File: src/rtl/instruction_fetch_pkg.sv
// Shared constants and types for the IF stage: NOP encoding, IF/ID entry layout
// and the word-alignment helper used on redirect targets.
package instruction_fetch_pkg;

  localparam logic [31:0] INST_NOP         = 32'h0000_0013;
  localparam logic [31:0] RESET_PC_DEFAULT = 32'h0000_0000;
  localparam int          IFID_W           = 64;

  typedef struct packed {
    logic [31:0] addr;
    logic [31:0] inst;
  } ifid_t;

  function automatic logic [31:0] word_align(input logic [31:0] a);
    return {a[31:2], 2'b00};
  endfunction

endpackage

File: src/rtl/instruction_fetch_if.sv
// Instruction-memory channel: valid/ready request, fixed-order response.
// A request transfers on a clock edge where valid and ready are both high; valid
// never waits on ready. Responses carry no tag and return in request order.
interface instruction_fetch_if;
  import instruction_fetch_pkg::*;

  logic        imem_req_valid_o;
  logic        imem_req_ready_i;
  logic [31:0] imem_req_addr_o;
  logic        imem_rsp_valid_i;
  logic [31:0] imem_rsp_data_i;

  modport master (
    output imem_req_valid_o, imem_req_addr_o,
    input  imem_req_ready_i, imem_rsp_valid_i, imem_rsp_data_i
  );

  modport slave (
    input  imem_req_valid_o, imem_req_addr_o,
    output imem_req_ready_i, imem_rsp_valid_i, imem_rsp_data_i
  );
endinterface

File: src/rtl/instruction_fetch_fifo.sv
// Small synchronous FIFO used for the prefetch buffer and the request-address
// queue. Flush wins over push/pop; a push while full is legal only with a pop.
module fetch_fifo
  import instruction_fetch_pkg::*;
#(
  parameter int DEPTH = 2,
  parameter int WIDTH = IFID_W
) (
  input  logic                     clk,
  input  logic                     rst,
  input  logic                     push,
  input  logic                     pop,
  input  logic                     flush,
  input  logic [WIDTH-1:0]         din,
  output logic [WIDTH-1:0]         dout,
  output logic                     full,
  output logic                     empty,
  output logic [$clog2(DEPTH):0]   count
);
  localparam int AW = $clog2(DEPTH);

  logic [WIDTH-1:0] mem [DEPTH];
  logic [AW:0]      wr_ptr;
  logic [AW:0]      rd_ptr;
  logic             do_push;
  logic             do_pop;

  // Extra pointer bit separates full from empty.
  assign count   = wr_ptr - rd_ptr;
  assign empty   = (count == '0);
  assign full    = (count == (AW+1)'(DEPTH));
  assign do_pop  = pop && !empty;
  assign do_push = push && (!full || do_pop);
  assign dout    = mem[rd_ptr[AW-1:0]];

  always_ff @(posedge clk or posedge rst) begin
    if (rst) begin
      wr_ptr <= '0;
      rd_ptr <= '0;
    end else if (flush) begin
      wr_ptr <= '0;
      rd_ptr <= '0;
    end else begin
      if (do_push) wr_ptr <= wr_ptr + 1'b1;
      if (do_pop)  rd_ptr <= rd_ptr + 1'b1;
    end
  end

  always_ff @(posedge clk) begin
    if (do_push && !flush) mem[wr_ptr[AW-1:0]] <= din;
  end

  overflow_chk: assert property (@(posedge clk) disable iff (rst)
    !(push && full && !pop && !flush));

endmodule

File: src/rtl/instruction_fetch.sv
// RV32I IF stage: credit-limited in-order fetch, prefetch FIFO with bypass,
// and the IF/ID register with stall and redirect/flush handling.
module instruction_fetch
  import instruction_fetch_pkg::*;
#(
  parameter logic [31:0] RESET_PC   = RESET_PC_DEFAULT,
  parameter int          FIFO_DEPTH = 2
) (
  input  logic                       sys_clk_i,
  input  logic                       rst_i,
  instruction_fetch_if.master        imem,
  input  logic                       stall_en_i,
  input  logic                       PCSrc_i,
  input  logic [31:0]                branch_target_i,
  output logic [31:0]                instruction_addr_o,
  output logic [31:0]                instruction_o,
  output logic                       instruction_valid_o
);
  localparam int CW = $clog2(FIFO_DEPTH) + 1;

  logic [31:0]   pc_q;
  logic [CW-1:0] outstanding;
  logic [CW-1:0] discard;
  logic [CW+1:0] in_use;

  logic          req_fire, rsp, rsp_drop, word_valid, bypass;
  logic          fifo_push, fifo_pop, fifo_full, fifo_empty;
  logic [CW-1:0] fifo_count;
  ifid_t         fifo_din, fifo_dout;

  logic [31:0]   aq_head;
  logic          aq_full, aq_empty;
  logic [CW-1:0] aq_count;

  // Every credit covers a slot in the prefetch FIFO, so overflow cannot happen.
  assign in_use = {2'b00, outstanding} + {2'b00, fifo_count} + {2'b00, discard};
  assign imem.imem_req_valid_o = !rst_i && !PCSrc_i && (in_use < (CW+2)'(FIFO_DEPTH));
  assign imem.imem_req_addr_o  = pc_q;

  assign req_fire   = imem.imem_req_valid_o && imem.imem_req_ready_i;
  assign rsp        = imem.imem_rsp_valid_i;
  assign rsp_drop   = (discard != '0);
  assign word_valid = rsp && !rsp_drop && !PCSrc_i;
  assign bypass     = word_valid && fifo_empty && !stall_en_i;
  assign fifo_push  = word_valid && !bypass;
  assign fifo_pop   = !PCSrc_i && !stall_en_i && !fifo_empty;
  assign fifo_din   = '{addr: aq_head, inst: imem.imem_rsp_data_i};

  fetch_fifo #(.DEPTH(FIFO_DEPTH), .WIDTH(32)) u_addr_q (
    .clk(sys_clk_i), .rst(rst_i),
    .push(req_fire), .pop(word_valid), .flush(PCSrc_i),
    .din(pc_q), .dout(aq_head),
    .full(aq_full), .empty(aq_empty), .count(aq_count)
  );

  fetch_fifo #(.DEPTH(FIFO_DEPTH), .WIDTH(IFID_W)) u_prefetch (
    .clk(sys_clk_i), .rst(rst_i),
    .push(fifo_push), .pop(fifo_pop), .flush(PCSrc_i),
    .din(fifo_din), .dout(fifo_dout),
    .full(fifo_full), .empty(fifo_empty), .count(fifo_count)
  );

  always_ff @(posedge sys_clk_i or posedge rst_i) begin
    if (rst_i) begin
      pc_q        <= RESET_PC;
      outstanding <= '0;
      discard     <= '0;
    end else if (PCSrc_i) begin
      // Everything still in memory becomes stale; a response at this edge is one of them.
      pc_q        <= word_align(branch_target_i);
      outstanding <= '0;
      discard     <= discard + outstanding - CW'(rsp);
    end else begin
      if (req_fire) pc_q <= pc_q + 32'd4;
      outstanding <= outstanding + CW'(req_fire) - CW'(word_valid);
      discard     <= discard - CW'(rsp && rsp_drop);
    end
  end

  always_ff @(posedge sys_clk_i or posedge rst_i) begin
    if (rst_i) begin
      instruction_o       <= INST_NOP;
      instruction_addr_o  <= '0;
      instruction_valid_o <= 1'b0;
    end else if (PCSrc_i) begin
      instruction_o       <= INST_NOP;
      instruction_valid_o <= 1'b0;
    end else if (!stall_en_i) begin
      if (!fifo_empty) begin
        instruction_o       <= fifo_dout.inst;
        instruction_addr_o  <= fifo_dout.addr;
        instruction_valid_o <= 1'b1;
      end else if (bypass) begin
        instruction_o       <= fifo_din.inst;
        instruction_addr_o  <= fifo_din.addr;
        instruction_valid_o <= 1'b1;
      end else begin
        instruction_o       <= INST_NOP;
        instruction_valid_o <= 1'b0;
      end
    end
  end

  queue_chk: assert property (@(posedge sys_clk_i) disable iff (rst_i)
    (aq_count == outstanding) && !(word_valid && aq_empty) &&
    !(req_fire && aq_full) && !(fifo_push && fifo_full && !fifo_pop));

endmodule

File: src/flat_wrapper.sv
// flat-port wrapper written by rule: the top's interface ports become plain ports
module instruction_fetch_flat import instruction_fetch_pkg::*;
#(
  parameter logic [31:0] RESET_PC   = RESET_PC_DEFAULT,
  parameter int          FIFO_DEPTH = 2
)
  (sys_clk_i, rst_i, stall_en_i, PCSrc_i, branch_target_i, instruction_addr_o, instruction_o, instruction_valid_o, imem_imem_req_valid_o, imem_imem_req_addr_o, imem_imem_req_ready_i, imem_imem_rsp_valid_i, imem_imem_rsp_data_i);
  instruction_fetch_if imem_i ();
  input  logic sys_clk_i;
  input  logic rst_i;
  input  logic stall_en_i;
  input  logic PCSrc_i;
  input  logic [31:0] branch_target_i;
  output logic [31:0] instruction_addr_o;
  output logic [31:0] instruction_o;
  output logic instruction_valid_o;
  output wire logic [$bits(imem_i.imem_req_valid_o)-1:0] imem_imem_req_valid_o;
  output wire logic [$bits(imem_i.imem_req_addr_o)-1:0] imem_imem_req_addr_o;
  input wire logic [$bits(imem_i.imem_req_ready_i)-1:0] imem_imem_req_ready_i;
  input wire logic [$bits(imem_i.imem_rsp_valid_i)-1:0] imem_imem_rsp_valid_i;
  input wire logic [$bits(imem_i.imem_rsp_data_i)-1:0] imem_imem_rsp_data_i;
  assign imem_imem_req_valid_o = imem_i.imem_req_valid_o;
  assign imem_imem_req_addr_o = imem_i.imem_req_addr_o;
  assign imem_i.imem_req_ready_i = imem_imem_req_ready_i;
  assign imem_i.imem_rsp_valid_i = imem_imem_rsp_valid_i;
  assign imem_i.imem_rsp_data_i = imem_imem_rsp_data_i;
  instruction_fetch #(.RESET_PC(RESET_PC), .FIFO_DEPTH(FIFO_DEPTH)) u_core (.sys_clk_i(sys_clk_i), .rst_i(rst_i), .imem(imem_i), .stall_en_i(stall_en_i), .PCSrc_i(PCSrc_i), .branch_target_i(branch_target_i), .instruction_addr_o(instruction_addr_o), .instruction_o(instruction_o), .instruction_valid_o(instruction_valid_o));
endmodule
File: config.mk
export PLATFORM = sky130hd
export DESIGN_NAME = instruction_fetch_flat
export DESIGN_NICKNAME = d
export VERILOG_FILES = /design/src/rtl/instruction_fetch_pkg.sv /design/src/rtl/instruction_fetch_if.sv /design/src/rtl/instruction_fetch_fifo.sv /design/src/rtl/instruction_fetch.sv /design/src/flat_wrapper.sv
export SDC_FILE = /design/constraint.sdc
export NUM_CORES = 1
export LEC_CHECK = 0
export ABC_AREA = 1
export BUFFER_PORTS_ARGS = -buffer_cell sky130_fd_sc_hd__buf_2
export CAP_MARGIN = 15
export CELL_PAD_IN_SITES_DETAIL_PLACEMENT = 0
export CELL_PAD_IN_SITES_GLOBAL_PLACEMENT = 1
export CORE_MARGIN = 4
export CORE_UTILIZATION = 49
export CTS_CLUSTER_SIZE = 14
export DETAILED_ROUTE_END_ITERATION = 10
export PLACE_DENSITY_LB_ADDON = 0.1
export SETUP_SLACK_MARGIN = 0.2
export SYNTH_ARGS = -nofsm -noshare
export SYNTH_HDL_FRONTEND = slang
export SYNTH_SLANG_ARGS = --single-unit
File: constraint.sdc
create_clock -name sys_clk_i -period 6.65 [get_ports sys_clk_i]
set_input_delay 0.665 -clock sys_clk_i [delete_from_list [all_inputs] [get_ports sys_clk_i]]
set_output_delay 0.665 -clock sys_clk_i [all_outputs]
set_load 0.02 [all_outputs]
==> summary.md <==
| Metric | Value |
|---|---|
| TritonCTS clock tree | done |
| Design Area, Final | 14930 um2 |
| Busiest grt layer | met2 |
| DR iter-0 viols | 640 |
| Hold buffers post-CTS | 0 |
| Via count | 9192 |
| Status | complete, no violations |
| CTS Buffer Depth | 3 |
| CP Cell Sequence | ha_1 > inv_1 > nand2_1 > nand2_1 > nand2_2 > nand2_4 > fa_1 > inv_1 > fa_1 > inv_1 > nand3_1 > nor2_2 > nand2_1 > inv_1 > buf_2 |
| P per Cell Area | 401.5 nW/um2 |
| Worst vdd ir | 307.2 uV |
| Worst Tran Pin Value | 917.0 ps |
| Register bit count reported by yosys | 289 |
| First-pass GRT wire length | 48480 um |
| # rows | 58 |
| Pint | 0.003904 W |
| Die area | 28770 um2 |
| Critical path launch point type | flip-flop |
| Number of synthesized flops with an enable pin | 184 |
| Fin util | 0.5862 |
| Synth cell count leaders | nand2_1 (441), edfxtp_1 (184), nor2_1 (118) |
| Top FF cell, synth | edfxtp_1 |
| Clock root cell | clkbuf_16 |
| RSZ-0062 raised after global routing | no |
| Initial antenna violation count | 0 |
| Routed WL | 29980 um |
| Placed Area | 13830 um2 |
| Worst Setup End Kind | primary output |
| Number of remaining DRC errors | 0 |
| GR Util met3 | 0.02609 |
| Final hold viol count | 0 |
| Congestion Overflow GR | 0 |
| Synth warn | 0 |
| Finish-stage setup viols | 0 |
| Part of the cycle the worst path needs | 0.6561 |
| Min Tclk post-route | 4363 ps |
| Core Box Area | 25470 um2 |
| Post-CTS Setup Repair Bufs | 0 |
| Most area-consuming cells after synthesis | edfxtp_1 (43%), dfrtp_1 (20%), nand2_1 (13%) |
| Synth cell types | 35 |
| Port buffer count | 161 |
| Worst-Skew Late Latency | 550 ps |
| Worst setup path category | reg2out |
| Count leader, synth | nand2_1 |
| Fmax | 229.2 MHz |
| Fin Clk Skew | 12.66 ps |
| Max Fanout on Critical Path | 36 |
| Area leader, netlist | edfxtp_1 |
| Grt met1 use | 0.2991 |
| Post-Synthesis Cells | 1269 |
| Reg clk slew, reported paths | 60 ps |
| Seq/Total Area, Yosys | 0.6372 |
| Slew Viols, Final | 0 |
| Max-cap violations | 0 |
| CTS Buf Count | 31 |
| Switch Pwr | 0.002090 W |
| Leakage power | 6.517 nW |
| Bufs and invs on worst path | 5 |
| Reg power frac | 0.435 |
| Share of post-route cells with drive strength above 1 | 0.1731 |
| Final ANT Viol Nets | 0 |
| Crit path max-delay family | adder cells |
| Initial Utilization | 0.5026 |
| Post-DP HPWL | 18950 um |
| Critical path data arrival time | 3700 ps |
| Max transition margin | 0.3887 |
| Area growth syn-to-layout | 16.64% |
| Routability cong. | 0.8418 |
| GRT Overall Usage | 0.2095 |
| Die Y | 169.6 um |
| Slowest stage cell, crit path | fa_1 |
| Final nets | 1500 |
| Die X-Extent | 169.6 um |
| Worst path max stage delay | 620 ps |
| Power share of the clock group | 0.293 |
| Net Sw Frac | 0.3487 |
| Vias per inst | 5.182 |
| Largest net degree at the start of global routing | 64 |
| Most frequent CP cell | inv_1 |
| Met2 Resource Use GR | 0.3489 |
| Clock tree sinks | 289 |
| Number of global-route vias before repair | 9141 |
| Yosys top cell area share | 0.4316 |
| Worst hold path class | in2async |
| Area of the mapped netlist | 12800 um2 |
| Drt wl/cell | 16.90 um |
| CTS H-tree lvls | 1 |
| Post-synthesis async set-or-reset flop share | 0.3633 |
| Part of the power in combinational logic | 0.273 |
| Top Ports | 168 |
| Critical Path RT | 5980 ps |
| ANT cells | 0 |
| CTS resizes | 0 |
| Pre-antenna DRT Iters | 5 |
| Syn Area/Cell | 10.09 um2 |
| Final setup TNS | 0 ps |
per-stage QoR:
step	power, W	worst slack [ps]	hold slack (ps)	cells
2_1_floorplan	0.003700	2236	480.8	1272
3_3_place_gp	0.004255	2662	459.2	1715
3_5_place_dp	0.004286	2617	460.9	1715
4_1_cts	0.006048	2239	207.8	1772
5_1_grt	0.006362	2034	238.6	1774
6_report	0.005994	2287	199.6	1774
power groups by stage:
stage	Combinational, W	Clock (W)	Sequential (W)
after floorplan	0.000908	0	0.00279
after global placement	0.00162	0	0.00263
after detailed placement	0.00165	0	0.00264
after CTS	0.00165	0.00179	0.00261
after global routing	0.00184	0.00187	0.00265
final	0.00163	0.00175	0.00261
placed cells by master, fill, tap and decap left out, types with 5 or more instances in the layout:
| cell | n |
|---|---|
| nand3_1 | 88 |
| edfxtp_1 | 184 |
| clkbuf_1 | 7 |
| clkinv_2 | 6 |
| xor2_1 | 8 |
| nand2_1 | 441 |
| inv_1 | 67 |
| o211ai_1 | 29 |
| nor2_1 | 114 |
| xnor2_1 | 8 |
| bufinv_16 | 5 |
| nand2_4 | 5 |
| clkbuf_16 | 31 |
| dfrtp_1 | 101 |
| nor2_2 | 7 |
| buf_4 | 10 |
| mux2i_1 | 29 |
| buf_2 | 161 |
| o21ai_0 | 43 |
| nand4_1 | 40 |
| ha_1 | 8 |
| nand3b_1 | 11 |
worst register-to-register path: stages (launching register included):
cell and delay [ps]:
dfrtp_2 550, ha_1 240, inv_1 40, nand2_1 80
nand2_1 70, nand2_2 90, nand2_4 290, fa_1 630
inv_1 70, fa_1 460, inv_1 60, nand3_1 80
nor2_2 190, nand4_1 260, nor2_2 150, buf_4 390
sequential cells by signal, indices dropped and copies added, names as in the netlist, 30 cells and up:
name                         count
u_core.u_addr_q.mem             60
u_core.imem.imem_req_addr_o     30
u_core.u_prefetch.mem          124
u_core.instruction_o            32
u_core.instruction_addr_o       30
worst paths after layout:
path	depth (start not counted)	to	slack [ps]	start
max in group asynchronous	3	u_core.u_prefetch.rd_ptr[0]$_DFFE_PP0P_	5140	rst_i
setup reg to reg	15	u_core.u_addr_q.mem[1][28]$_DFFE_PP_	2630	u_core.u_prefetch.rd_ptr[0]$_DFFE_PP0P_
setup / recovery	15	imem_imem_req_valid_o	2290	u_core.u_prefetch.rd_ptr[0]$_DFFE_PP0P_
hold reg to reg	2	u_core.instruction_valid_o$_DFFE_PP0P_	470	u_core.instruction_valid_o$_DFFE_PP0P_
min in group sys_clk_i	1	u_core.u_prefetch.mem[0][1]$_DFFE_PP_	320	imem_imem_rsp_data_i[1]
hold / removal	2	u_core.imem.imem_req_addr_o[27]$_DFFE_PP0P_	200	rst_i
kinds of logic (layout without fill, tap and decap cells):
kind of cell	count (synthesis)	count (layout)	synth area share
AO/OA/AOI/OAI	77	77	0.03607
XOR/XNOR	16	16	0.01095
adder cells (fa/ha/maj)	10	10	0.01095
buffers and inverters	131	303	0.04486
flip-flops	289	289	0.6372
multiplexers	29	29	0.02268
other	1	4	0.0002929
AND/OR/NAND/NOR	716	716	0.2370
area by class of cell:
| cell class | instances | area, um2 |
|---|---|---|
| multi-input combinational | 852 | 4096 |
| clock inverter | 17 | 217.7 |
| inverter | 73 | 280.3 |
| fill | 2199 | 10540 |
| clock buffer | 40 | 829.5 |
| tap | 330 | 412.9 |
| sequential | 289 | 8158 |
| timing repair buffer | 173 | 935.9 |
per-layer routing:
| layer | wire, um | vias to the layer above |
|---|---|---|
| met2 | 13850 | 220 |
| met4 | 498 | 0 |
| li1 | - | 4569 |
| met1 | 14130 | 4370 |
| met3 | 1498 | 33 |
| met5 | 0 | - |
Note: power is estimated with default switching activity, not from simulation.
